File: src/rtl/layer_mac_scheduler_if.sv
// Bus bundle between the layer MAC scheduler and its weight ROM,
// activation bank, output bank and pass requester.
interface layer_mac_scheduler_if #(
    parameter int NUM_NEURONS = 10,
    parameter int NUM_INPUTS  = 10
);
    localparam int WA_W = $clog2(NUM_NEURONS * (NUM_INPUTS + 1));
    localparam int AS_W = (NUM_INPUTS > 1) ? $clog2(NUM_INPUTS) : 1;
    localparam int OA_W = (NUM_NEURONS > 1) ? $clog2(NUM_NEURONS) : 1;

    logic            start;
    logic            busy;
    logic            done;
    logic [WA_W-1:0] w_addr;
    logic [15:0]     w_data;
    logic [AS_W-1:0] a_sel;
    logic [15:0]     a_data;
    logic            out_we;
    logic [OA_W-1:0] out_addr;
    logic [15:0]     out_data;

    modport master (
        input  start, w_data, a_data,
        output busy, done, w_addr, a_sel,
        output out_we, out_addr, out_data
    );

    modport slave (
        output start, w_data, a_data,
        input  busy, done, w_addr, a_sel,
        input  out_we, out_addr, out_data
    );
endinterface

File: src/rtl/layer_mac_scheduler.sv
// Time-shared MAC sequencer for one dense layer with ReLU output.
// Optional macro SATURATE_EN clamps positive overflow to 16'sh7FFF.
module layer_mac_scheduler #(
    parameter int NUM_NEURONS = 10,
    parameter int NUM_INPUTS  = 10,
    parameter int FRAC_BITS   = 8,
    parameter int ACC_W       = 32
) (
    input  logic                   clk,
    input  logic                   reset,
    layer_mac_scheduler_if.master  bus
);
    localparam int WA_W = $clog2(NUM_NEURONS * (NUM_INPUTS + 1));
    localparam int AS_W = (NUM_INPUTS > 1) ? $clog2(NUM_INPUTS) : 1;
    localparam int OA_W = (NUM_NEURONS > 1) ? $clog2(NUM_NEURONS) : 1;

    typedef enum logic [2:0] {
        IDLE, FETCH, MAC, BIAS, WRITE, DONE
    } state_t;

    state_t state, state_nx;

    logic [AS_W-1:0] i;
    logic [OA_W-1:0] n;
    logic [WA_W-1:0] w_addr;
    logic [AS_W-1:0] a_sel, a_step;
    logic            out_we;
    logic [OA_W-1:0] out_addr;
    logic [15:0]     out_data;
    logic            last_i, last_n;

    logic signed [ACC_W-1:0] acc, acc_mac, acc_bias;
    logic signed [ACC_W-1:0] prod_x, bias_x;
    logic signed [31:0]      prod;
    logic [15:0]             r, res;

    assign last_i = (i == AS_W'(NUM_INPUTS - 1));
    assign last_n = (n == OA_W'(NUM_NEURONS - 1));
    assign a_step = last_a() ? '0 : a_sel + 1'b1;

    function automatic logic last_a();
        return a_sel == AS_W'(NUM_INPUTS - 1);
    endfunction

    assign prod     = $signed(bus.w_data) * $signed(bus.a_data);
    assign prod_x   = prod;
    assign bias_x   = $signed(bus.w_data);
    assign acc_mac  = acc + prod_x;
    assign acc_bias = acc + (bias_x <<< FRAC_BITS);
    assign r        = acc_bias[FRAC_BITS+15:FRAC_BITS];

`ifdef SATURATE_EN
    localparam logic signed [ACC_W-1:0] SAT_LIM =
        ACC_W'(32767) << FRAC_BITS;
    always_comb begin
        res = r;
        if (acc_bias > SAT_LIM)
            res = 16'h7FFF;
        else if (r[15])
            res = 16'h0000;
    end
`else
    assign res = r[15] ? 16'h0000 : r;
`endif

    always_ff @(posedge clk) begin
        if (reset)
            state <= IDLE;
        else
            state <= state_nx;
    end

    always_comb begin
        state_nx = state;
        bus.busy = 1'b0;
        bus.done = 1'b0;
        unique case (state)
            IDLE:  if (bus.start) state_nx = FETCH;
            FETCH: begin
                bus.busy = 1'b1;
                state_nx = MAC;
            end
            MAC: begin
                bus.busy = 1'b1;
                if (last_i) state_nx = BIAS;
            end
            BIAS: begin
                bus.busy = 1'b1;
                state_nx = WRITE;
            end
            WRITE: begin
                bus.busy = 1'b1;
                state_nx = last_n ? DONE : FETCH;
            end
            DONE: begin
                bus.done = 1'b1;
                state_nx = IDLE;
            end
            default: state_nx = IDLE;
        endcase
    end

    // Addresses run one cycle ahead of the data they select.
    always_ff @(posedge clk) begin
        if (reset) begin
            acc      <= '0;
            i        <= '0;
            n        <= '0;
            w_addr   <= '0;
            a_sel    <= '0;
            out_we   <= 1'b0;
            out_addr <= '0;
            out_data <= '0;
        end else begin
            out_we <= 1'b0;
            unique case (state)
                IDLE: begin
                    if (bus.start) begin
                        n      <= '0;
                        w_addr <= '0;
                        a_sel  <= '0;
                    end
                end
                FETCH: begin
                    acc    <= '0;
                    i      <= '0;
                    w_addr <= w_addr + 1'b1;
                    a_sel  <= a_step;
                end
                MAC: begin
                    acc <= acc_mac;
                    i   <= i + 1'b1;
                    if (!last_i) begin
                        w_addr <= w_addr + 1'b1;
                        a_sel  <= a_step;
                    end
                end
                BIAS: begin
                    acc      <= acc_bias;
                    out_we   <= 1'b1;
                    out_addr <= n;
                    out_data <= res;
                end
                WRITE: begin
                    a_sel <= '0;
                    if (last_n) begin
                        w_addr <= '0;
                    end else begin
                        n      <= n + 1'b1;
                        w_addr <= w_addr + 1'b1;
                    end
                end
                default: ;
            endcase
        end
    end

    assign bus.w_addr   = w_addr;
    assign bus.a_sel    = a_sel;
    assign bus.out_we   = out_we;
    assign bus.out_addr = out_addr;
    assign bus.out_data = out_data;
endmodule

File: src/flat_wrapper.sv
// flat-port wrapper written by rule: the top's interface ports become plain ports
module layer_mac_scheduler_flat 
#(
    parameter int NUM_NEURONS = 10,
    parameter int NUM_INPUTS  = 10,
    parameter int FRAC_BITS   = 8,
    parameter int ACC_W       = 32
)
  (clk, reset, bus_start, bus_w_data, bus_a_data, bus_busy, bus_done, bus_w_addr, bus_a_sel, bus_out_we, bus_out_addr, bus_out_data);
  layer_mac_scheduler_if #(.NUM_NEURONS(NUM_NEURONS), .NUM_INPUTS(NUM_INPUTS)) bus_i ();
  input  logic clk;
  input  logic reset;
  input wire logic [$bits(bus_i.start)-1:0] bus_start;
  input wire logic [$bits(bus_i.w_data)-1:0] bus_w_data;
  input wire logic [$bits(bus_i.a_data)-1:0] bus_a_data;
  output wire logic [$bits(bus_i.busy)-1:0] bus_busy;
  output wire logic [$bits(bus_i.done)-1:0] bus_done;
  output wire logic [$bits(bus_i.w_addr)-1:0] bus_w_addr;
  output wire logic [$bits(bus_i.a_sel)-1:0] bus_a_sel;
  output wire logic [$bits(bus_i.out_we)-1:0] bus_out_we;
  output wire logic [$bits(bus_i.out_addr)-1:0] bus_out_addr;
  output wire logic [$bits(bus_i.out_data)-1:0] bus_out_data;
  assign bus_i.start = bus_start;
  assign bus_i.w_data = bus_w_data;
  assign bus_i.a_data = bus_a_data;
  assign bus_busy = bus_i.busy;
  assign bus_done = bus_i.done;
  assign bus_w_addr = bus_i.w_addr;
  assign bus_a_sel = bus_i.a_sel;
  assign bus_out_we = bus_i.out_we;
  assign bus_out_addr = bus_i.out_addr;
  assign bus_out_data = bus_i.out_data;
  layer_mac_scheduler #(.NUM_NEURONS(NUM_NEURONS), .NUM_INPUTS(NUM_INPUTS), .FRAC_BITS(FRAC_BITS), .ACC_W(ACC_W)) u_core (.clk(clk), .reset(reset), .bus(bus_i));
endmodule
File: config.mk
export PLATFORM = sky130hd
export DESIGN_NAME = layer_mac_scheduler_flat
export DESIGN_NICKNAME = d
export VERILOG_FILES = /design/src/rtl/layer_mac_scheduler_if.sv /design/src/rtl/layer_mac_scheduler.sv /design/src/flat_wrapper.sv
export SDC_FILE = /design/constraint.sdc
export NUM_CORES = 1
export LEC_CHECK = 0
export ABC_CLOCK_PERIOD_IN_PS = 7050
export CAP_MARGIN = 20
export CORE_ASPECT_RATIO = 0.7
export CORE_MARGIN = 4
export CORE_UTILIZATION = 50
export DETAILED_ROUTE_END_ITERATION = 10
export DONT_BUFFER_PORTS = 1
export GPL_TIMING_DRIVEN = 0
export PLACE_DENSITY = 0.64
export SETUP_SLACK_MARGIN = 0.1
export SLEW_MARGIN = 20
export SYNTH_ARGS = -nofsm -noshare
export SYNTH_HDL_FRONTEND = slang
export SYNTH_SLANG_ARGS = --single-unit
File: constraint.sdc
create_clock -name clk -period 7.05 [get_ports clk]
set_clock_uncertainty 0.2 [all_clocks]
set_input_delay 1.41 -clock clk [delete_from_list [all_inputs] [get_ports clk]]
set_output_delay 1.41 -clock clk [all_outputs]
set_load 0.03 [all_outputs]
==> impl_metrics.yaml <==
drt:
  post_drt_wl_per_cell_um: 19.2
  drcViolationCount: 0
  vias: 8883
  first_pass_iters: 5
  antenna_left: 0
  drt_iter0_markers: 679
  vias_per_cell: 5.25
  totalWireLength_um: 32400
synthesis:
  syn_area_um2: 11900
  ys_seq_elements: 66
  synth.most_common_cell: "inv_1"
  syn_nets: 1704
  post-synth-top-area-fraction_pct: 35.4
  yosysTopAreaCell: "fa_1"
  netlist_instances: 1358
  seq_area_frac_synth_pct: 11.1
  synth_ff_type: "dfxtp_1"
  synth_edf_count: 0
  async_flop_share_pct: 0
  synth_area_leaders: "fa_1 (35%), dfxtp_1 (11%), ha_1 (11%)"
  syn_area_per_cell_um2: 8.75
  yosysWarnings: 0
  synth_common_cells: "inv_1 (314), fa_1 (210), and2_1 (131)"
  synth_cell_types: 67
critical_path:
  endpoint_kind: "flip-flop"
  reg2reg_from: "u_core.acc[8]"
  critical_path_class: "in -> reg"
  r2r_cells: 19
  critPathLaunchType: "input pin"
  setup.reg_to_reg.worst_slack_ns: 1.86
  worstPathRequired_ns: 7.06
  cp_max_fo: 10
  r2r-end: "u_core.acc[22]"
  arrival_ns: 6.91
global_routing:
  grt_overflow: 0
  grt_max_degree: 15
  grt_pass1_wl_um: 52100
  grt_pass1_vias: 9372
  antenna_found_initial: 1
  track_usage_pct: 26.0
sta:
  tightest_slew_ns: 0.707
  whs_ns: 0.309
  fin_setup_tns_ns: 0
  drv_slew: 0
  setup_violations: 0
  rsz0062_at_grt: "yes"
  fin_crit_ns: 6.90
  fmax_mhz: 145
  period_share_pct: 97.9
  hold_viol_final: 0
  slew_headroom_pct: 52.5
floorplan:
  die_y_um: 137
  die_w_um: 192
  start_util_pct: 51.6
  fp.dieArea_um2: 26300
  rows: 46
  core_um2: 23000
  io_pins: 69
layout:
  area_growth_pct: 7.58
  drive_gt1_share_pct: 6.68
  num-nets-final: 1718
  fin_util_pct: 55.5
  instances_no_fill: 1691
min_path:
  hp-class: "reg -> reg"
  whs_endpoint: "u_core.i[1]"
  min_path_cells: 2
  min_from: "u_core.i[1]"
clocking:
  cts_max_path_buffers: 2
  numCtsBuffers: 9
  clock-sinks: 66
  cts.clk_slew.worst_paths_ns: 0.06
  clk_latency_ns: 0.34
  h-tree-depth: 3
  root_buffer: "clkbuf_16"
  postCtsHoldBufs: 0
  cts_tree: "done"
outcome:
  outcome: "finished clean"
place:
  placedCellCount: 1670
  io_buffers: 0
  place_congestion: 0.849
  dp_hpwl_um: 27000
flow_run:
  cap_violations: 0
placed cells by master, fill, tap and decap left out, types with 12 or more instances in the layout:
cell / Yosys / layout
nand2_1: 130 / 130
xor2_1: 20 / 20
clkbuf_2: 0 / 12
dfxtp_1: 66 / 66
clkbuf_1: 45 / 17
a22oi_1: 14 / 14
nor2_1: 71 / 70
and2_1: 131 / 126
ha_1: 101 / 98
inv_1: 314 / 311
a21oi_1: 42 / 41
fa_1: 210 / 209
xnor2_1: 48 / 48
o21ai_0: 14 / 14
nand3_1: 17 / 17
kinds of logic (layout without fill, tap and decap cells):
kind of cell / count (synthesis) / in the layout / synth area share, %
adder cells (fa/ha/maj): 311 / 311 / 46.0
AO/OA/AOI/OAI: 148 / 148 / 9.13
flip-flops: 66 / 66 / 11.1
AND/OR/NAND/NOR: 395 / 395 / 16.5
XOR/XNOR: 68 / 68 / 5.01
multiplexers: 3 / 3 / 0.263
buffers and inverters: 366 / 385 / 11.9
other: 1 / 3 / 0.0315
worst max path at each step:
stage                        from              to  slack, ns
floorplan           bus_a_data[7]  u_core.acc[19]       0.10
global placement    bus_a_data[4]  u_core.acc[18]      -0.64
detailed placement  bus_a_data[7]  u_core.acc[19]      -0.61
CTS                 bus_a_data[8]  u_core.acc[19]        0.1
global route        bus_a_data[3]  u_core.acc[22]    -0.0003
finish              bus_a_data[6]  u_core.acc[22]       0.15
layout make-up:
class | instances | area, um^2
Fill cell | 2168 | 10200
Multi-Input combinational cell | 926 | 9220
Sequential cell | 66 | 1320
Inverter | 314 | 1180
Tap cell | 312 | 390
Buffer | 52 | 360
Clock buffer | 9 | 225
Clock inverter | 7 | 60.1
Timing Repair Buffer | 3 | 22.5
Antenna cell | 2 | 5.00
critical path: stages:
cell and delay, ns:
buf_4 0.18, and2_4 0.16, fa_1 0.54, inv_1 0.05, fa_1 0.51, fa_1 0.43
fa_1 0.55, inv_2 0.06, fa_1 0.54, inv_1 0.05, fa_1 0.51, inv_2 0.05
ha_4 0.25, and3_4 0.18, nor2b_4 0.11, a211o_1 0.27, o41ai_4 0.30, buf_4 0.18
o311ai_2 0.11, o211ai_2 0.15, mux2i_1 0.24, o21ai_1 0.07
metal layers:
metal  track usage, %  vias to the layer above  wire length [um]
met5                0                        -                 0
met4             4.00                        0               342
met3             6.68                       27              2870
met2             39.5                      290             14100
met1             38.3                     4391             15100
li1                 -                     4175                 -
stage by stage:
stage | setup slack [ns] | area, um^2
global route | -0.000282 | 12800
finish | 0.150 | 12800
global placement | -0.638 | 12300
floorplan | 0.101 | 11900
detailed placement | -0.613 | 12300
CTS | 0.0988 | 12700
registers in the layout (all words and copies together) (netlist names):
register / count
u_core.acc: 24
u_core.bus.a_sel: 4
u_core.bus.out_addr: 4
u_core.bus.out_data: 15
u_core.bus.out_we: 1
u_core.bus.w_addr: 7
u_core.i: 4
u_core.n: 4
u_core.state: 3
what timing repair did:
action | 4_1_cts | 5_1_grt
buffers inserted | 2 | 1
pin swaps | 3 | 5
resized for setup | 27 | 46
setup endpoints to repair | 10 | 9
Power is left out: the tool's default activity adds up to more than one toggle a clock period on the data nets, which glitch-free logic cannot reach.
